===== src/rtl/instruction_fetch_unit.sv =====
// Fetch stage: owns the PC, issues one word fetch at a time to instruction memory and
// buffers returned words in a 2-entry queue presented to decode by valid/ready.
module instruction_fetch_unit #(
  parameter logic [31:0] RESET_PC = 32'h0040_0000,
  parameter logic [31:0] NOP_WORD = 32'h0000_0013
) (
  input  logic        clk,
  input  logic        reset,
  output logic        imem_req_o,
  output logic [31:0] imem_addr_o,
  input  logic        imem_ready_i,
  input  logic        imem_rvalid_i,
  input  logic [31:0] imem_rdata_i,
  input  logic        redirect_i,
  input  logic [31:0] redirect_pc_i,
  output logic        instr_valid_o,
  input  logic        instr_ready_i,
  output logic [31:0] Instruction_bus_o,
  output logic [6:0]  op_o,
  output logic [31:0] pc_o,
  output logic        misaligned_o
);

  typedef enum logic [1:0] {StReq, StWait, StHold, StDiscard} state_e;

  state_e      state_q, state_d;
  logic [1:0]  occ_q, occ_d;
  logic [31:0] pc0_q, pc0_d, pc1_q, pc1_d;
  logic [31:0] data0_q, data0_d, data1_q, data1_d;
  logic [31:0] fetch_pc_q, fetch_pc_d;
  logic        misaligned_q, misaligned_d;

  logic       req;
  logic       pop;
  logic       push;
  logic       outstanding;
  logic [1:0] occ_pop;

  always_comb begin
    req         = (state_q == StReq) && (occ_q != 2'd2);
    pop         = (occ_q != 2'd0) && instr_ready_i && !redirect_i;
    push        = (state_q == StWait) && imem_rvalid_i && !redirect_i;
    // A fetch is in flight past this edge unless its response lands now.
    outstanding = (((state_q == StWait) || (state_q == StDiscard)) && !imem_rvalid_i) ||
                  (req && imem_ready_i);
    occ_pop     = occ_q - {1'b0, pop};

    state_d      = state_q;
    pc0_d        = pc0_q;
    pc1_d        = pc1_q;
    data0_d      = data0_q;
    data1_d      = data1_q;
    fetch_pc_d   = fetch_pc_q;
    misaligned_d = 1'b0;

    if (pop) begin
      pc0_d   = pc1_q;
      data0_d = data1_q;
    end
    if (push) begin
      if (occ_pop == 2'd0) begin
        pc0_d   = fetch_pc_q;
        data0_d = imem_rdata_i;
      end else begin
        pc1_d   = fetch_pc_q;
        data1_d = imem_rdata_i;
      end
      fetch_pc_d = fetch_pc_q + 32'd4;
    end
    occ_d = occ_pop + {1'b0, push};

    unique case (state_q)
      StReq: begin
        if (occ_q == 2'd2)     state_d = StHold;
        else if (imem_ready_i) state_d = StWait;
      end
      StWait: begin
        if (imem_rvalid_i) state_d = (occ_d < 2'd2) ? StReq : StHold;
      end
      StHold: begin
        if (occ_d < 2'd2) state_d = StReq;
      end
      StDiscard: begin
        if (imem_rvalid_i) state_d = StReq;
      end
      default: state_d = StReq;
    endcase

    if (redirect_i) begin
      occ_d        = 2'd0;
      fetch_pc_d   = {redirect_pc_i[31:2], 2'b00};
      misaligned_d = (redirect_pc_i[1:0] != 2'b00);
      state_d      = outstanding ? StDiscard : StReq;
    end
  end

  always_ff @(posedge clk) begin
    if (!reset) begin
      state_q      <= StReq;
      occ_q        <= 2'd0;
      pc0_q        <= 32'd0;
      pc1_q        <= 32'd0;
      data0_q      <= 32'd0;
      data1_q      <= 32'd0;
      fetch_pc_q   <= RESET_PC;
      misaligned_q <= 1'b0;
    end else begin
      state_q      <= state_d;
      occ_q        <= occ_d;
      pc0_q        <= pc0_d;
      pc1_q        <= pc1_d;
      data0_q      <= data0_d;
      data1_q      <= data1_d;
      fetch_pc_q   <= fetch_pc_d;
      misaligned_q <= misaligned_d;
    end
  end

  always_comb begin
    // Gate with reset so no request is seen while reset is held.
    imem_req_o        = req && reset;
    imem_addr_o       = fetch_pc_q;
    instr_valid_o     = (occ_q != 2'd0);
    Instruction_bus_o = instr_valid_o ? data0_q : NOP_WORD;
    op_o              = Instruction_bus_o[6:0];
    pc_o              = instr_valid_o ? pc0_q : 32'd0;
    misaligned_o      = misaligned_q;
  end

endmodule


===== config.mk =====
export PLATFORM = sky130hd
export DESIGN_NAME = instruction_fetch_unit
export DESIGN_NICKNAME = d
export VERILOG_FILES = /design/src/rtl/instruction_fetch_unit.sv
export SDC_FILE = /design/constraint.sdc
export NUM_CORES = 1
export LEC_CHECK = 0
export BUFFER_PORTS_ARGS = -buffer_cell sky130_fd_sc_hd__buf_2
export CORE_AREA = 2 2 111 135
export CTS_CLUSTER_SIZE = 40
export DETAILED_ROUTE_END_ITERATION = 10
export DIE_AREA = 0 0 113 137
export GPL_ROUTABILITY_DRIVEN = 0
export PLACE_DENSITY = 0.82
export SETUP_SLACK_MARGIN = 0.02
export SYNTH_ARGS = -nofsm -noshare
export SYNTH_HDL_FRONTEND = slang
export SYNTH_SLANG_ARGS = --single-unit

===== constraint.sdc =====
create_clock -name clk -period 3.35 [get_ports clk]
set_input_delay 0.335 -clock clk [delete_from_list [all_inputs] [get_ports clk]]
set_output_delay 0.335 -clock clk [all_outputs]
set_load 0.01 [all_outputs]

# --- After elaboration in Yosys (flattened, before gate mapping) ---
# Cells that the tools add are included.
# Widths: inputs -> output; s select.
op_classes:
  add_sub_neg: 3
  n_reduce_logical: 21
  n_shift: 0
  n_eq_ne: 9
  div_mod_pow: 0
  muxes: 19
  multipliers: 0
  bitwise_logic: 2
  magnitude_cmp: 1
ops:
  columns: ["op", "n"]
  rows:
  - ["$mux 32", 10]
  - ["$add 32x3->32 const B", 1]
  - ["$mux 2", 8]
  - ["$ne 3x3->1 const B", 3]
  - ["$logic_and 1x1->1", 8]
  - ["$pmux 2 s4", 1]
  - ["$eq 2x2->1 const B", 3]
  - ["$reduce_bool 2->1", 3]
  - ["$logic_not 2->1", 2]
  - ["$ne 4x3->1 const B", 1]
  - ["$reduce_and 2->1", 2]
  - ["$reduce_and 4->1", 1]
  - ["$add 2x1->2", 1]
  - ["$eq 2x1->1 const B", 1]
  - ["$logic_not 1->1", 2]
  - ["$logic_or 1x1->1", 2]
  - ["$lt 2x2->1 const B", 1]
  - ["$ne 2x2->1 const B", 1]
  - ["$not 1->1", 2]
  - ["$reduce_or 2->1", 1]
  - ["$sub 2x1->2", 1]
totals:
  wordCells: 64
  output_inout_bits: 106
  ram_bits: 0
  rom_bits: 0
  input_bits: 70
  n_memories: 0
  latch_bits: 0
  ff_bits: 165

# --- Longest topological paths before layout ---
# Gate-level depths: netlist of the first run.
logic_depth:
  word_depth: 10
  ltp_mapped: 12

# --- Worst setup path after synthesis of the first run ---
# OpenSTA, ideal clock, no wires.
synth_timing:
  path_kind: "register -> register"
  from: "register occ_q[1]"
  to: "register pc1_q[4]"
  path_stages_with_launch: 13
  setup_time_ns: 0.128
  arrival_time_ns: 2.520
  setup_slack_ns: 0.702
  required_time_ns: 3.222
  synth_period_minus_slack_ns: 2.648
  path_buffers: 4
  path_cell_list: "dfxtp_1 or2_2 nand3_1 buf_2 buf_2 inv_1 ha_1 xnor2_1 a21boi_0 clkbuf_1 buf_2 mux2i_1 nor2_1"
synth_via:
  elab_chain_cells: 7
synth_lines:
  columns: ["element", "line", "text"]
  rows:
  - ["start, declared", "27", "logic [1:0] occ_q, occ_d;"]
  - ["start signal, assigned", "100", "occ_q <= 2'd0;"]
  - ["start signal, assigned", "109", "occ_q <= occ_d;"]
  - ["$reduce_bool 2->1", "41", "pop = (occ_q != 2'd0) && instr_ready_i && !redirect_i;"]
  - ["$logic_and 1x1->1 (2 in series)", "41", null]
  - ["$sub 2x1->2 *", "46", "occ_pop = occ_q - {1'b0, pop};"]
  - ["$logic_not 2->1 *", "61", "if (occ_pop == 2'd0) begin"]
  - ["$not 1->1 (no line) *", null, null]
  - ["$reduce_and 2->1 (no line) *", null, null]
  - ["end signal, assigned", "111", "pc1_q <= pc1_d;"]
  - ["end, declared", "28", "logic [31:0] pc0_q, pc0_d, pc1_q, pc1_d;"]
# Mark *: on every way between the ends. The rest lies on a longest branch, timed or not.
# A chain may end at the register's enable or synchronous reset.

# --- Worst setup path after layout of the first run ---
layout_timing:
  from: "register occ_q[1]"
  to: "register data0_q[26]"
layout_via:
  elab_chain_cells: 7
  word_cells_on_any_way: 8
layout_lines:
  columns: ["element", "line", "text"]
  rows:
  - ["$reduce_bool 2->1", "41", null]
  - ["$logic_and 1x1->1 (2 in series)", "41", null]
  - ["$sub 2x1->2", "46", null]
  - ["$logic_not 2->1", "61", null]
  - ["$mux 32", "61", null]
  - ["$mux 32 *", "60", "if (push) begin"]
  - ["end signal, assigned", "112", "data0_q <= data0_d;"]
  - ["end, declared", "29", "logic [31:0] data0_q, data0_d, data1_q, data1_d;"]
# Marked as above.

==> results.md, run 1 <==
- Crit path kind: reg -> reg
- Yosys reg bits: 161
- Worst hold slack: 0.157 ns
- Die X: 113 um
- Initial core utilization: 0.529
- Resized cells post-CTS: 0
- CTS buffer count: 17
- Via Count: 6497
- Asr flop ratio synth: 0
- Critical Path Start Type: register
- Largest cells by area after synthesis: dfxtp_1, mux2i_1, nor2_1
- FP Rows: 48
- Fin. Hold Viols: 0
- Crit path time final: 2.55 ns
- Post-synthesis sequential area ratio: 0.430
- IO Pins: 176
- Routed WL per cell: 16.1 um
- Pwr dens: 476 mW/mm^2
- Synth top cells by count: dfxtp_1, nor2_1, mux2i_1, a211oi_1, and2_1
- Post-placement cell area: 0.00838 mm^2
- Fmax: 393 MHz
- Relative slew slack: 0.235
- Critical path required time: 3.67 ns
- P_leak: 4.07 nW
- Area of the multi-input gates: 0.00394 mm^2
- Gr usage total: 0.237
- Max Slew Vio Count: 0
- Arrival time of the worst setup path: 2.86 ns
- DRC violations left: 14
- XOR/XNOR share of the synthesized area: 0.0140
- Actual slew at the worst max-slew pin: 1.15 ns
- Clock Tree Buf Depth: 2
- Peak supply drop: 0.286 mV
- CTS Hold Bufs: 0
- CP Max Fanout: 88
- Post-synth top area share: 0.430
- P&R area growth vs syn: 19.6%
- Die area: 0.0155 mm^2
- CTS tree: yes
- Largest area contributor in the netlist: dfxtp_1
- Violated checks: design-rule violations
- Clock sink total: 161
- Adder-cell area share of the yosys netlist: 0.00500
- Max_cap viols: 0
- Register area: 0.00322 mm^2
- Main synth FF type: dfxtp_1
- Largest net degree at the start of global routing: 89
- Die height: 137 um
- Clk root buf: clkbuf_16
- Global route overflow: 0
- Post-CTS setup buffer count: 0
- Vias in the first global route: 6072
- Synth cell types: 53
- Synth Area in Compound Gates: 0.117
- Final setup fails: 0
- Worst Setup End Kind: register
- Finished Core Util: 0.633
- Antenna diodes: 0
- Post-synthesis simple-gate area fraction: 0.215
- Final setup TNS: 0 ns
- Finished Cell Area: 0.00897 mm^2
- Worst skew pair latency: 0.41 ns
- Skew final: 0.00757 ns
- Synth Instances: 824
- Post-Syn Area per Cell: 9.10 um^2
- Initial DRC Count: 406
- CTS H-tree lvls: 4
- Global-route wire length before repair: 29900 um
- Hold Path Class: in -> reg
- Nets@finish: 1028
- Fill count: 1213
- Synth Warn #: 0
- Detail Route Antenna Nets: 0
- Clock slew at reported path FFs: 0.07 ns
- Final period util: 0.760
- TritonRoute pass-1 iters: 8
- Post-synth design cell area: 0.00750 mm^2
- Post-Route WL: 18400 um
- Mux cell area share after synthesis: 0.168
- Main combinational cell family by area after synthesis: simple AND/OR/NAND/NOR gates
- Detailed-placement wirelength estimate: 11800 um
- Avg Vias per Cell: 5.68
- Antenna violations before repair: 0
- Status: finished with violations
- EDFF count, synth: 0
- RSZ-0062 raised after global routing: no
- Most common cell in the netlist: dfxtp_1
- IO buf count: 173
- Share of layout cells above drive strength 1: 0.239
- Core Box Area: 0.0142 mm^2
==> report_power, final <==
part           internal, mW  leakage, nW  switching (mW)
registers              1.97         1.31          0.0733
clock network          1.13        0.289           0.801
logic                 0.126         2.48           0.169
total                  3.23         4.07            1.04
==> worst max-delay path, cell delays in order, from the launching register on <==
cell and delay (ns):
dfxtp_1 0.33, or2_2 0.33, nand3_4 0.09, inv_1 0.04, ha_1 0.19, xnor2_1 0.24, nand3_4 0.14, buf_4 0.67
nor2_1 0.10, a211oi_1 0.26
==> area by class of cell <==
type                            count  share of cell area
Clock buffer                       18              0.0490
Clock inverter                     14              0.0172
Inverter                            7             0.00321
Multi-Input combinational cell    582               0.440
Sequential cell                   161               0.359
Tap cell                          175              0.0244
Timing Repair Buffer              186               0.107
==> cells by family after synthesis <==
kind of cell | Yosys count
xor+xnor | 12
fa+ha+maj | 3
mux | 126
compound gates | 127
simple gates | 312
other cells | 1
flops | 161
buf+inv | 82
==> placed cells by master, fill, tap and decap left out, drive strengths merged, types with 3 or more instances in the layout <==
| cell type | Yosys | final |
|---|---|---|
| buf | 32 | 186 |
| dfxtp | 161 | 161 |
| nor2 | 139 | 139 |
| mux2i | 126 | 126 |
| a211oi | 66 | 66 |
| and2 | 65 | 65 |
| o21ai | 25 | 25 |
| nand3 | 20 | 20 |
| clkbuf | 42 | 18 |
| nand2 | 13 | 13 |
| nor3 | 12 | 12 |
| inv | 7 | 12 |
| xnor2 | 10 | 10 |
| and4 | 10 | 10 |
| a31oi | 10 | 10 |
| or3 | 9 | 9 |
| nand4 | 8 | 8 |
| a21oi | 7 | 7 |
| a311oi | 7 | 7 |
| and3 | 6 | 6 |
| nor2b | 6 | 6 |
| nand2b | 5 | 5 |
| clkinv | 0 | 5 |
| nor4 | 4 | 4 |
| or2 | 3 | 3 |
| o211ai | 3 | 3 |
| nor3b | 3 | 3 |
| ha | 3 | 3 |
| or4 | 3 | 3 |
==> layer usage <==
| metal | share of wire | GRT usage | up-vias | routed length, um |
|---|---|---|---|---|
| met5 | 0 | 0 | - | 0 |
| met4 | 0.018 | 0.0813 | 0 | 336 |
| met3 | 0.064 | 0.0425 | 29 | 1170 |
| met2 | 0.49 | 0.406 | 238 | 8980 |
| met1 | 0.43 | 0.303 | 3057 | 7880 |
| li1 | - | - | 3173 | - |
==> through the flow <==
| stage | power [mW] | cells | setup WS, ns |
|---|---|---|---|
| after detailed placement | 2.38 | 1111 | 0.857 |
| final | 4.27 | 1143 | 0.804 |
| after floorplan | 2.25 | 825 | 0.702 |
| after global placement | 2.37 | 1111 | 0.980 |
| after global routing | 4.43 | 1143 | 0.660 |
| after CTS | 4.30 | 1143 | 0.835 |
==> worst paths after layout <==
check | startpoint | slack, ns | end | cells past startpoint
max reg2reg | occ_q[1] | 0.80 | data0_q[26] | 9
min reg2reg | pc0_q[0] | 0.49 | pc0_q[0] | 1
min | redirect_pc_i[18] | 0.16 | imem_addr_o[18] | 3
max | occ_q[1] | 0.80 | data0_q[26] | 9
==> flip-flops by register name, indices dropped and copies added (netlist names) <==
name / count
occ_q: 2
misaligned_o: 1
pc1_q: 30
state_q: 2
data0_q: 32
pc0_q: 32
data1_q: 32
imem_addr_o: 30
(Power assumes the default switching activity.)
==> inputs of run 2 (changes only) <==
--- a/config.mk
+++ b/config.mk
@@ -6,12 +6,12 @@
 export NUM_CORES = 1
 export LEC_CHECK = 0
 export BUFFER_PORTS_ARGS = -buffer_cell sky130_fd_sc_hd__buf_2
-export CORE_AREA = 2 2 111 135
+export CORE_AREA = 2 2 116 141
 export CTS_CLUSTER_SIZE = 40
 export DETAILED_ROUTE_END_ITERATION = 10
-export DIE_AREA = 0 0 113 137
+export DIE_AREA = 0 0 118 143
 export GPL_ROUTABILITY_DRIVEN = 0
-export PLACE_DENSITY = 0.82
+export PLACE_DENSITY = 0.79
 export SETUP_SLACK_MARGIN = 0.02
 export SYNTH_ARGS = -nofsm -noshare
 export SYNTH_HDL_FRONTEND = slang
==> constraint.sdc (replaced) <==
create_clock -name clk -period 2.1 [get_ports clk]
set_input_delay 0.21 -clock clk [delete_from_list [all_inputs] [get_ports clk]]
set_output_delay 0.21 -clock clk [all_outputs]
set_load 0.01 [all_outputs]
==> results.md, run 2 (same netlist as run 1, synthesis figures left out) <==
- TritonRoute pass-1 iters: 4 (-4)
- Max Slew Vio Count: 0 (unchanged)
- Core Box Area: 0.0155 mm^2 (+9.0%)
- Hold Path Sink: imem_addr_o[18]
- Via Count: 6473 (-0.37%)
- Power, Total: 7.02 mW (+64%)
- Hold Crit Depth: 3 (unchanged)
- Nets@finish: 1048 (+1.9%)
- Clk root buf: clkbuf_16
- Fin. Hold Viols: 0 (unchanged)
- CTS H-tree lvls: 4 (unchanged)
- Most frequent cells in the layout: buf_2, dfxtp_1, nor2_1
- Pre-CTS setup slack: 0.0660 ns (-0.791 ns)
- DP Cell Count: 1160 (+4.4%)
- Hold_sp: redirect_pc_i[18]
- Critical path required time: 2.39 ns (-1.28 ns)
- Register area: 0.00322 mm^2 (about the same)
- Clock sink total: 161 (unchanged)
- Worst path bufs/invs: 3 (+1)
- P_leak: 4.22 nW (+3.7%)
- Antenna violations before repair: 1 (+1)
- Commonest non-fill, non-tap cell in the layout: buf_2
- Max_cap viols: 0 (unchanged)
- Pwr dens: 749 mW/mm^2 (+57%)
- Hold Path Class: in -> reg
- IO buf count: 173 (unchanged)
- Avg Vias per Cell: 5.41 (-4.8%)
- FP Rows: 50 (+4.2%)
- Final period util: 0.970 (+0.210)
- Die X: 118 um (+4.4%)
- DRC violations left: 0 (-14)
- Worst hold slack: 0.0262 ns (-0.131 ns)
- Worst Setup End Kind: register
- Clock slew at reported path FFs: 0.06 ns (about the same)
- Vias in the first global route: 6079 (+0.12%)
- R2r worst-path depth: 10 (+1)
- Final WS setup: 0.0640 ns (-0.740 ns)
- Delay-heaviest family, CP: simple AND/OR/NAND/NOR gates
- RSZ-0062 raised after global routing: yes
- Worst path cell trace: or2_4, nand3_4, inv_4, ha_4, xnor2_4, a21boi_4, buf_12, clkbuf_16, mux2i_1, nor2_1
- Worst reg2reg path startpoint: occ_q[1]
- Arrival time of the worst setup path: 2.32 ns (-0.54 ns)
- CTS Hold Bufs: 0 (unchanged)
- Global-route wire length before repair: 30200 um (+1.0%)
- Peak supply drop: 0.514 mV (+80%)
- CTS buffer count: 17 (unchanged)
- P&R area growth vs syn: 24.8%
- Routed WL per cell: 16.1 um (+0.19%)
- Skew final: 0.00870 ns (+0.00113 ns)
- R2R Setup Slk: 0.06 ns (-0.74 ns)
- Max incr delay on CP: 0.35 ns (-0.32 ns)
- Crit path kind: reg -> reg
- Share of layout cells above drive strength 1: 0.260 (+0.0217)
- Crit path time final: 2.04 ns (-0.510 ns)
- CP Max Fanout: 11 (-88%)
- Worst skew pair latency: 0.42 ns (about the same)
- Die area: 0.0169 mm^2 (+9.0%)
- Die height: 143 um (+4.4%)
- Slowest cell on crit path: dfxtp_2
- Relative slew slack: 0.645 (+0.410)
- Area of the multi-input gates: 0.00400 mm^2 (+1.4%)
- Detail Route Antenna Nets: 0 (unchanged)
- Final non-filler cell total: 1196 (+4.6%)
- Top Registers: data0_q: 32 flops, data1_q: 32 flops, pc0_q: 32 flops
- CTS tree: yes
- IO Pins: 176 (unchanged)
- Largest net degree at the start of global routing: 69 (-22%)
- Initial core utilization: 0.485 (-0.0438)
- Gr usage total: 0.220 (-0.0168)
- Initial DRC Count: 466 (+15%)
- Critical Path Start Type: register
- Terminus of the critical flop-to-flop path: data1_q[14]
- Final setup fails: 0 (unchanged)
- Status: complete, no violations
- Fmax: 491 MHz (+25%)
- Post-Route WL: 19300 um (+4.8%)
- Global route overflow: 0 (unchanged)
- Clock Tree Buf Depth: 2 (unchanged)
- Detailed-placement wirelength estimate: 12000 um (+1.4%)
- Actual slew at the worst max-slew pin: 0.532 ns (-0.616 ns)
- Fill count: 1314 (+8.3%)
-- run 2: worst register-to-register path: cells and delay by family (launching register included) --
family / cells / cell delay, ns
flip-flops: 1 / 0.35
AO/OA/AOI/OAI: 1 / 0.24
XOR/XNOR: 1 / 0.17
adder cells (fa/ha/maj): 1 / 0.17
multiplexers: 1 / 0.21
AND/OR/NAND/NOR: 3 / 0.39
buffers and inverters: 3 / 0.38
-- run 2: worst max-delay path by stage --
stage,start,endpoint,slack [ns],depth (start not counted)
after floorplan,occ_q[1],state_q[1],-0.01,11
after global placement,occ_q[1],data1_q[7],0.11,9
after detailed placement,occ_q[0],data1_q[15],0.07,9
after CTS,occ_q[0],data1_q[9],0.03,9
after global routing,occ_q[1],pc1_q[31],-0.03,10
final,occ_q[1],data1_q[14],0.06,10
-- run 2: timing repair --
action,4_1_cts,5_1_grt
buffers inserted,0,1
resized for setup,0,5
endpoints found under the setup margin,0,132
endpoints found under the hold margin,0,0
-- run 2: power by group --
group          internal (mW)  leakage [nW]  switching (mW)
registers               3.15          1.31          0.0830
logic                  0.233          2.61           0.306
clock network           2.04         0.305            1.21
-- run 2: area by class of cell --
class                   instances  area share
diodes                          1    0.000267
clock buffers                  20      0.0488
clock inverters                11      0.0172
inverters                       7     0.00334
multi-input cells             582       0.427
flip-flops and latches        161       0.344
well taps                     208      0.0278
repair buffers                206       0.131
-- run 2: per-stage QoR --
stage                     cell area, um^2  utilization  setup TNS (ns)
after floorplan                      7650            -         -0.0479
after global placement               8630        0.559               0
after detailed placement             8630        0.559               0
after CTS                            9250        0.599               0
after global routing                 9360        0.606          -0.580
final                                9360        0.606               0
-- run 2: per-layer routing --
layer	vias to the layer above	global-route usage	part of all wire
met4	0	0.0894	0.022
met5	-	0	0
met2	193	0.370	0.49
met3	36	0.0491	0.047
met1	3032	0.276	0.44
li1	3212	-	-
